### src/rtl/wdpm_pkg.sv
// Shared types and constants for the instruction-fetch front end.
package wdpm_pkg;

  localparam int unsigned PM_AW_DEF = 5;
  localparam int unsigned IW_DEF    = 16;

  // Instruction opcodes (bits [15:12] of an instruction word)
  typedef enum logic [3:0] {
    OP_ADD = 4'h0,
    OP_SUB = 4'h1,
    OP_AND = 4'h2,
    OP_OR  = 4'h3,
    OP_XOR = 4'h4,
    OP_SHL = 4'h5,
    OP_SHR = 4'h6,
    OP_LDI = 4'h7,
    OP_LD  = 4'h8,
    OP_ST  = 4'h9,
    OP_NOP = 4'hA,
    OP_BEQ = 4'hB,
    OP_BNE = 4'hC,
    OP_IN  = 4'hD,
    OP_OUT = 4'hE,
    OP_JMP = 4'hF
  } op_code_t;

  typedef struct packed {
    op_code_t    op;
    logic [11:0] arg;
  } instr_t;

  // Default NOP_W: opcode NOP, all other fields zero (16'hA000)
  localparam logic [IW_DEF-1:0] NOP_WORD = {OP_NOP, 12'h000};

  typedef enum logic [1:0] {
    IDLE  = 2'd0,
    FILL  = 2'd1,
    RUN   = 2'd2,
    FLUSH = 2'd3
  } fetch_state_t;

endpackage

### src/rtl/prog_mem.sv
// Program memory: one synchronous write port, one synchronous read port with read enable.
module prog_mem #(
  parameter int unsigned AW = 5,
  parameter int unsigned DW = 16
) (
  input  logic          clk_i,
  input  logic          we_i,
  input  logic [AW-1:0] waddr_i,
  input  logic [DW-1:0] wdata_i,
  input  logic          re_i,
  input  logic [AW-1:0] raddr_i,
  output logic [DW-1:0] rdata_o
);

  localparam int unsigned DEPTH = 1 << AW;

  logic [DW-1:0] mem_q [DEPTH];
  logic [DW-1:0] rdata_q;

  // Array write; contents survive reset
  always_ff @(posedge clk_i) begin
    if (we_i) mem_q[waddr_i] <= wdata_i;
  end

  // Read register; holds its word while re_i is low. No reset: consumers qualify it.
  always_ff @(posedge clk_i) begin
    if (re_i) rdata_q <= mem_q[raddr_i];
  end

  assign rdata_o = rdata_q;

endmodule

### src/rtl/instr_fetch.sv
// Instruction fetch: program counter, fetch FSM, IR register and program-load gating.
module instr_fetch
  import wdpm_pkg::*;
#(
  parameter int unsigned   PM_AW = PM_AW_DEF,
  parameter int unsigned   IW    = IW_DEF,
  parameter logic [IW-1:0] NOP_W = IW'(NOP_WORD)
) (
  input  logic             CLK,
  input  logic             RST,
  input  logic             LD_EN,
  input  logic [PM_AW-1:0] LD_ADDR,
  input  logic [IW-1:0]    LD_DATA,
  output logic             LD_ERR,
  input  logic             START,
  input  logic             HALT,
  input  logic             STALL,
  input  logic             JMP,
  input  logic [PM_AW-1:0] JMP_ADDR,
  output logic [IW-1:0]    IR_OUT,
  output logic             IR_VALID,
  output logic [PM_AW-1:0] PC_OUT,
  output logic             BUSY
);

  fetch_state_t     state_q, state_d;
  logic [PM_AW-1:0] pc_q, pc_d;          // next address to read
  logic [PM_AW-1:0] rd_addr_q, rd_addr_d; // address of the word in the read register
  logic             rd_vld_q, rd_vld_d;   // read register holds a real fetch
  logic [IW-1:0]    ir_q, ir_d;
  logic             ir_vld_q, ir_vld_d;
  logic [PM_AW-1:0] pc_out_q, pc_out_d;
  logic             ld_err_q, ld_err_d;
  logic             busy_q, busy_d;

  logic             mem_we_c;
  logic             mem_re_c;
  logic [PM_AW-1:0] mem_raddr_c;
  logic [IW-1:0]    mem_rdata;

  prog_mem #(
    .AW (PM_AW),
    .DW (IW)
  ) u_prog_mem (
    .clk_i   (CLK),
    .we_i    (mem_we_c),
    .waddr_i (LD_ADDR),
    .wdata_i (LD_DATA),
    .re_i    (mem_re_c),
    .raddr_i (mem_raddr_c),
    .rdata_o (mem_rdata)
  );

  // Next-state: FSM, PC mux, IR update, memory read control and load gating
  always_comb begin
    state_d     = state_q;
    pc_d        = pc_q;
    rd_addr_d   = rd_addr_q;
    rd_vld_d    = rd_vld_q;
    ir_d        = ir_q;
    ir_vld_d    = ir_vld_q;
    pc_out_d    = pc_out_q;
    mem_re_c    = 1'b0;
    mem_raddr_c = pc_q;
    mem_we_c    = LD_EN && (state_q == IDLE);
    ld_err_d    = LD_EN && (state_q != IDLE);

    case (state_q)
      IDLE: begin
        if (START) begin
          state_d  = FILL;
          pc_d     = '0;
          rd_vld_d = 1'b0;
        end
      end
      default: begin
        if (HALT) begin
          state_d  = IDLE;
          pc_d     = '0;
          rd_vld_d = 1'b0;
          ir_d     = NOP_W;
          ir_vld_d = 1'b0;
          pc_out_d = '0;
        end else if (!STALL) begin
          // Retire the word sitting in the read register into IR
          ir_d     = rd_vld_q ? mem_rdata : NOP_W;
          ir_vld_d = rd_vld_q;
          if (rd_vld_q) pc_out_d = rd_addr_q;
          mem_re_c = 1'b1;
          rd_vld_d = 1'b1;
          if ((state_q == RUN) && JMP && ir_vld_q) begin
            // Squash the sequential word and fetch the target instead
            mem_raddr_c = JMP_ADDR;
            rd_addr_d   = JMP_ADDR;
            pc_d        = JMP_ADDR + PM_AW'(1);
            ir_d        = NOP_W;
            ir_vld_d    = 1'b0;
            pc_out_d    = pc_out_q;
            state_d     = FLUSH;
          end else begin
            mem_raddr_c = pc_q;
            rd_addr_d   = pc_q;
            pc_d        = pc_q + PM_AW'(1);
            state_d     = RUN;
          end
        end
      end
    endcase

    busy_d = (state_d != IDLE);
  end

  // State and output registers
  always_ff @(posedge CLK or negedge RST) begin
    if (!RST) begin
      state_q   <= IDLE;
      pc_q      <= '0;
      rd_addr_q <= '0;
      rd_vld_q  <= 1'b0;
      ir_q      <= NOP_W;
      ir_vld_q  <= 1'b0;
      pc_out_q  <= '0;
      ld_err_q  <= 1'b0;
      busy_q    <= 1'b0;
    end else begin
      state_q   <= state_d;
      pc_q      <= pc_d;
      rd_addr_q <= rd_addr_d;
      rd_vld_q  <= rd_vld_d;
      ir_q      <= ir_d;
      ir_vld_q  <= ir_vld_d;
      pc_out_q  <= pc_out_d;
      ld_err_q  <= ld_err_d;
      busy_q    <= busy_d;
    end
  end

  assign IR_OUT   = ir_q;
  assign IR_VALID = ir_vld_q;
  assign PC_OUT   = pc_out_q;
  assign LD_ERR   = ld_err_q;
  assign BUSY     = busy_q;

endmodule
### config.mk
export PLATFORM = sky130hd
export DESIGN_NAME = instr_fetch
export DESIGN_NICKNAME = d
export VERILOG_FILES = /design/src/rtl/wdpm_pkg.sv /design/src/rtl/prog_mem.sv /design/src/rtl/instr_fetch.sv
export SDC_FILE = /design/constraint.sdc
export NUM_CORES = 1
export LEC_CHECK = 0
export CAP_MARGIN = 20
export CORE_MARGIN = 5
export CORE_UTILIZATION = 60
export CTS_BUF_LIST = sky130_fd_sc_hd__clkbuf_16
export CTS_CLUSTER_SIZE = 12
export DETAILED_ROUTE_END_ITERATION = 10
export GPL_ROUTABILITY_DRIVEN = 0
export GPL_TIMING_DRIVEN = 0
export PLACE_DENSITY = 0.74
export SYNTH_ARGS = -nofsm -noshare
export SYNTH_HDL_FRONTEND = slang
export SYNTH_SLANG_ARGS = --single-unit
export TNS_END_PERCENT = 100
### constraint.sdc
create_clock -name CLK -period 5.75 [get_ports CLK]
set_clock_uncertainty 0.2 [all_clocks]
set_input_delay 0.8625 -clock CLK [delete_from_list [all_inputs] [get_ports CLK]]
set_output_delay 0.8625 -clock CLK [all_outputs]
set_load 0.02 [all_outputs]
# Word level (Yosys, flattened, before mapping)
# Memories as Yosys holds them, arrays and structs flattened. A register that Yosys moved wholly into a read port is not among the register bits.
# Index checks and enable logic that the tools add are counted.
# totals
reg_bits	37
mem_bits_rw	512
inputBits	33
mem_count	1
# memory_table
name	words	width	rd	rd_clocked_by_memory_dff	wr	line_no	text
u_prog_mem.mem_q	32	16	1	1	1	prog_mem.sv:17	logic [DW-1:0] mem_q [DEPTH];
# op_classes
addsub	2
n_eq_ne	5
mux	34
n_bitwise	3
reduce_logical	12
# op_table
op	n
2-to-1 mux 5 bit	13
2-to-1 mux 16 bit	4
2-to-1 mux 1 bit	13
adder 5 x 1 -> 5 bit (second input constant)	2
2-to-1 mux 2 bit	4
!= test 2 bit (second input constant)	3
nonzero test 2 bit	3
logical AND 1 bit	4
AND reduction 2 bit	2
AND reduction 4 bit	1
!= test 3 x 2 -> 1 bit (second input constant)	1
NOT 1 bit	3
AND reduction 3 bit	1
== test 2 bit (second input constant)	1
logical NOT 2 bit	1

# Depth between registers and ports, before layout
# logic_depth
word_depth	8
mapped_depth	10
depth_no_buf	8

# By module
# Synthesis repeated with hierarchy kept, for this count alone.
# hier_totals
cells_unflattened	1281
area_unflattened_um2	22355.2
# by_module_without_submodules
module	instances	cells_each	area_each_um2	seq_area_each_um2
prog_mem	1	1143	20696.1	15855.2
instr_fetch	1	138	1659.1	928.4

# Least setup slack after synthesis
# OpenSTA, ideal clock, no wires.
# synth_timing
kind	input port to flip-flop
from	input HALT
to	register u_prog_mem.rdata_q[5], in the netlist u_prog_mem.rdata_o[5], read port of u_prog_mem.mem_q, data pin
t_arrival_ns	2.605
required_ns	5.391
path_slack_ns	2.787
path_stages	10
n_path_buf	3
path_cell_list	or2_4 -> nor2_8 -> mux2_1 -> buf_6 -> or2_1 -> buf_2 -> buf_2 -> o22ai_1 -> nor4_1 -> a22oi_1
# synth_via
elab_chain_cells	2
elab_cells_between_ends	4
# synth_lines
item	line_no	text
start, declared	instr_fetch.sv:16	input logic HALT,
2-to-1 mux 5 bit or 2-to-1 mux 1 bit (tied branches)	instr_fetch.sv:77	if (HALT) begin
2-to-1 mux 5 bit or 2-to-1 mux 1 bit (tied branches)	instr_fetch.sv:68	case (state_q)
end, declared	prog_mem.sv:18	logic [DW-1:0] rdata_q;
# Several ways; a longest one is shown, not always the timed one.
# A chain may end at the register's enable or synchronous reset.

# Worst setup path in the final report
# Same ends and word-level chain as after synthesis.

==> metrics <==
PortBufs=55; Async SR Flop Fraction=about 6.5%; first drt pass iteration count=5; diode count=0; Pwr per Cell Area=between 300 and 400 nW/um^2; most frequent cells in the layout=528 x edfxtp_1, 236 x nand2_1, 155 x mux2i_1; vias in the first global route=13,200; startpoint types=input port; clk_lat worst skew=about 600 ps; Synth Net Count=about 1,500; core area=36,600 sq um; setup TNS=0 ps; # setup viols final=0; Initial Util=60.7%; CP endpoint kind=flop; WS Path Type=input port to flop; post-synthesis cell area=between 20,000 and 25,000 sq um; Peak VDD IR=between 0.2 and 0.25 mV; crit path max-delay cell type=nor4_1; minimum clock period=approximately 4500 ps; Worst-path clk slew=about 60 ps; Num CTS Buffers=between 50 and 60; Max Cap Violations=0; P_leak=0.00856 uW; postcts setup bufs=0; Tightest Pin Transition=between 1000 and 1500 ps; row count=70; Top Ports=57; most common cell after layout, fill and taps aside=edfxtp_1; overflow left after global routing=0; first-pass GRT wire length=81.4 mm; Max Buffers Root-to-Sink=3; fin nets=1,644; vias per cell=~6.3; WHS=around 150 ps; Design Area, Final=around 26,000 sq um; kind of cell adding the most delay to the critical path=simple AND/OR/NAND/NOR gates; Mean Syn Cell Area=15.3 sq um; Final period util=78.5%; Area after DPL=24,100 sq um; DRC=0; fill count=2,369; Syn Inst Count=around 1,500; largest net degree at the start of global routing=38; Yosys warning count=0; antenna viol nets, final=0; Clock Sinks=between 500 and 600; CP max FO=10; RSZ-0062 raised after global routing=no; Bufs and invs on worst path=2; CP Cell Sequence=clkdlybuf4s50_1, or2_4, nor2_8, nor2_1, a41oi_1, clkbuf_1, a21oi_1, nor4_1, a22oi_1; register area share after synthesis=75.6%; Die H=~200 um; Routed WL=approximately 55 mm; root buffer cell=clkbuf_16; ratio of cells with drive above 1 in the final layout=between 10% and 20%; fmax=222 MHz; max_slew headroom=25.3%; Final Hold Vio Count=0; die footprint=about 40,000 sq um; EDFF count, synth=528; hold buffers post-CTS=0; count of different cell masters after synthesis=between 40 and 50; Die W=202 um; Vias=between 10,000 and 15,000; CP peak stage delay=930 ps; initial antenna violation count=0; Tightest Hold Check Type=input port to asynchronous set/reset pin; htree depth=2; Iter 0 DRT Violations=1,558; WP data arrival=4580 ps; prevailing post-synth register cell=edfxtp_1; CTS tree=yes; status=complete, no violations; final max-slew violation count=0; GRT Total Usage=between 20% and 30%; area delta synth->final=16.0%; Avg WL per Cell=about 26 um; post-CTS resize count=0; Synth Register Bits=between 500 and 600; Worst Path Required=5810 ps; Detailed Place HPWL=between 30 and 40 mm; fin util=between 70% and 80%
worst register-to-register path, cell delays in order (launching register included):
cell	delay (ps)
dfrtp_1	440
nand4b_4	260
nor2_8	200
nor2_1	70
a41oi_1	680
clkbuf_1	600
a21oi_1	180
nor4_1	930
a22oi_1	230
report_power, final:
group / internal (uW) / leakage [uW] / switching (uW)
sequential: 4560 / 0.00525 / 26.0
clock: 1810 / 0.000862 / 1440
combinational: 234 / 0.00245 / 448
area by class of cell:
type,count,area [sq um],share of cell area [%]
clock inverters,35,175,0.680
plain buffers,77,380,1.48
multi-input cells,802,5070,19.7
repair buffers,101,1320,5.13
flip-flops and latches,565,16800,65.1
inverters,7,26.3,0.102
clock buffers,57,1430,5.54
well taps,468,586,2.27
sequential cells by signal, summed over array words and instances, names as in the netlist:
signal and count:
BUSY 1, IR_OUT 16, IR_VALID 1, LD_ERR 1, PC_OUT 5, pc_q 5
rd_addr_q 5, rd_vld_q 1, state_q 2, u_prog_mem.mem_q 512, u_prog_mem.rdata_o 16
layer usage:
| layer | vias up | track usage (%) | share of wire (%) |
|---|---|---|---|
| met5 | - | 0 | 0 |
| met4 | 0 | 8.29 | 3.0 |
| met3 | 102 | 4.16 | 8.9 |
| met2 | 734 | 42.8 | 48 |
| met1 | 6655 | 38.2 | 40 |
| li1 | 5854 | - | - |
cell families after synthesis:
group / after synthesis / synth area share [%]
DFF: 565 / 75.6
and+or+nand+nor: 370 / 7.30
muxes: 186 / 8.56
adders and majority gates: 1 / 0.0563
buffers and inverters: 84 / 1.83
xor gates and xnor gates: 2 / 0.0789
AOI/OAI and AO/OA: 243 / 6.62
path summary, 6_finish.rpt:
| kind | start | end | slack, ps | depth (start not counted) |
|---|---|---|---|---|
| setup reg to reg | state_q[0] | u_prog_mem.rdata_o[5] | 1620 | 8 |
| max in group asynchronous | RST | PC_OUT[2] | 4680 | 1 |
| setup / recovery | HALT | u_prog_mem.rdata_o[5] | 1240 | 9 |
| min in group CLK | u_prog_mem.rdata_o[6] | IR_OUT[6] | 270 | 1 |
| hold reg to reg | u_prog_mem.rdata_o[6] | IR_OUT[6] | 270 | 1 |
| hold / removal | RST | IR_OUT[11] | 150 | 1 |
per-stage QoR:
step                      cells  setup WS [ps]  total power, uW
after floorplan            1451           2790             5010
after global placement     1974            872             5290
after detailed placement   2017            825             5340
after CTS                  2109           1480             8540
after global routing       2112           1080             8770
final                      2112           1240             8520
synth_stat cells (19+ instances only):
| cell | number | area share, % |
|---|---|---|
| a21oi_1 | 112 | 2.5 |
| a22o_1 | 19 | 0.75 |
| buf_2 | 28 | 0.63 |
| clkbuf_1 | 36 | 0.61 |
| dfrtp_1 | 35 | 3.9 |
| edfxtp_1 | 528 | 71 |
| mux2_2 | 30 | 1.5 |
| mux2i_1 | 155 | 7.0 |
| nand2_1 | 236 | 4.0 |
| nor2_1 | 50 | 0.84 |
| nor3_1 | 20 | 0.45 |
| nor4_1 | 34 | 0.96 |
| o21ai_0 | 28 | 0.63 |
| o22ai_1 | 39 | 1.1 |
Note: power is estimated with default switching activity, not from simulation.
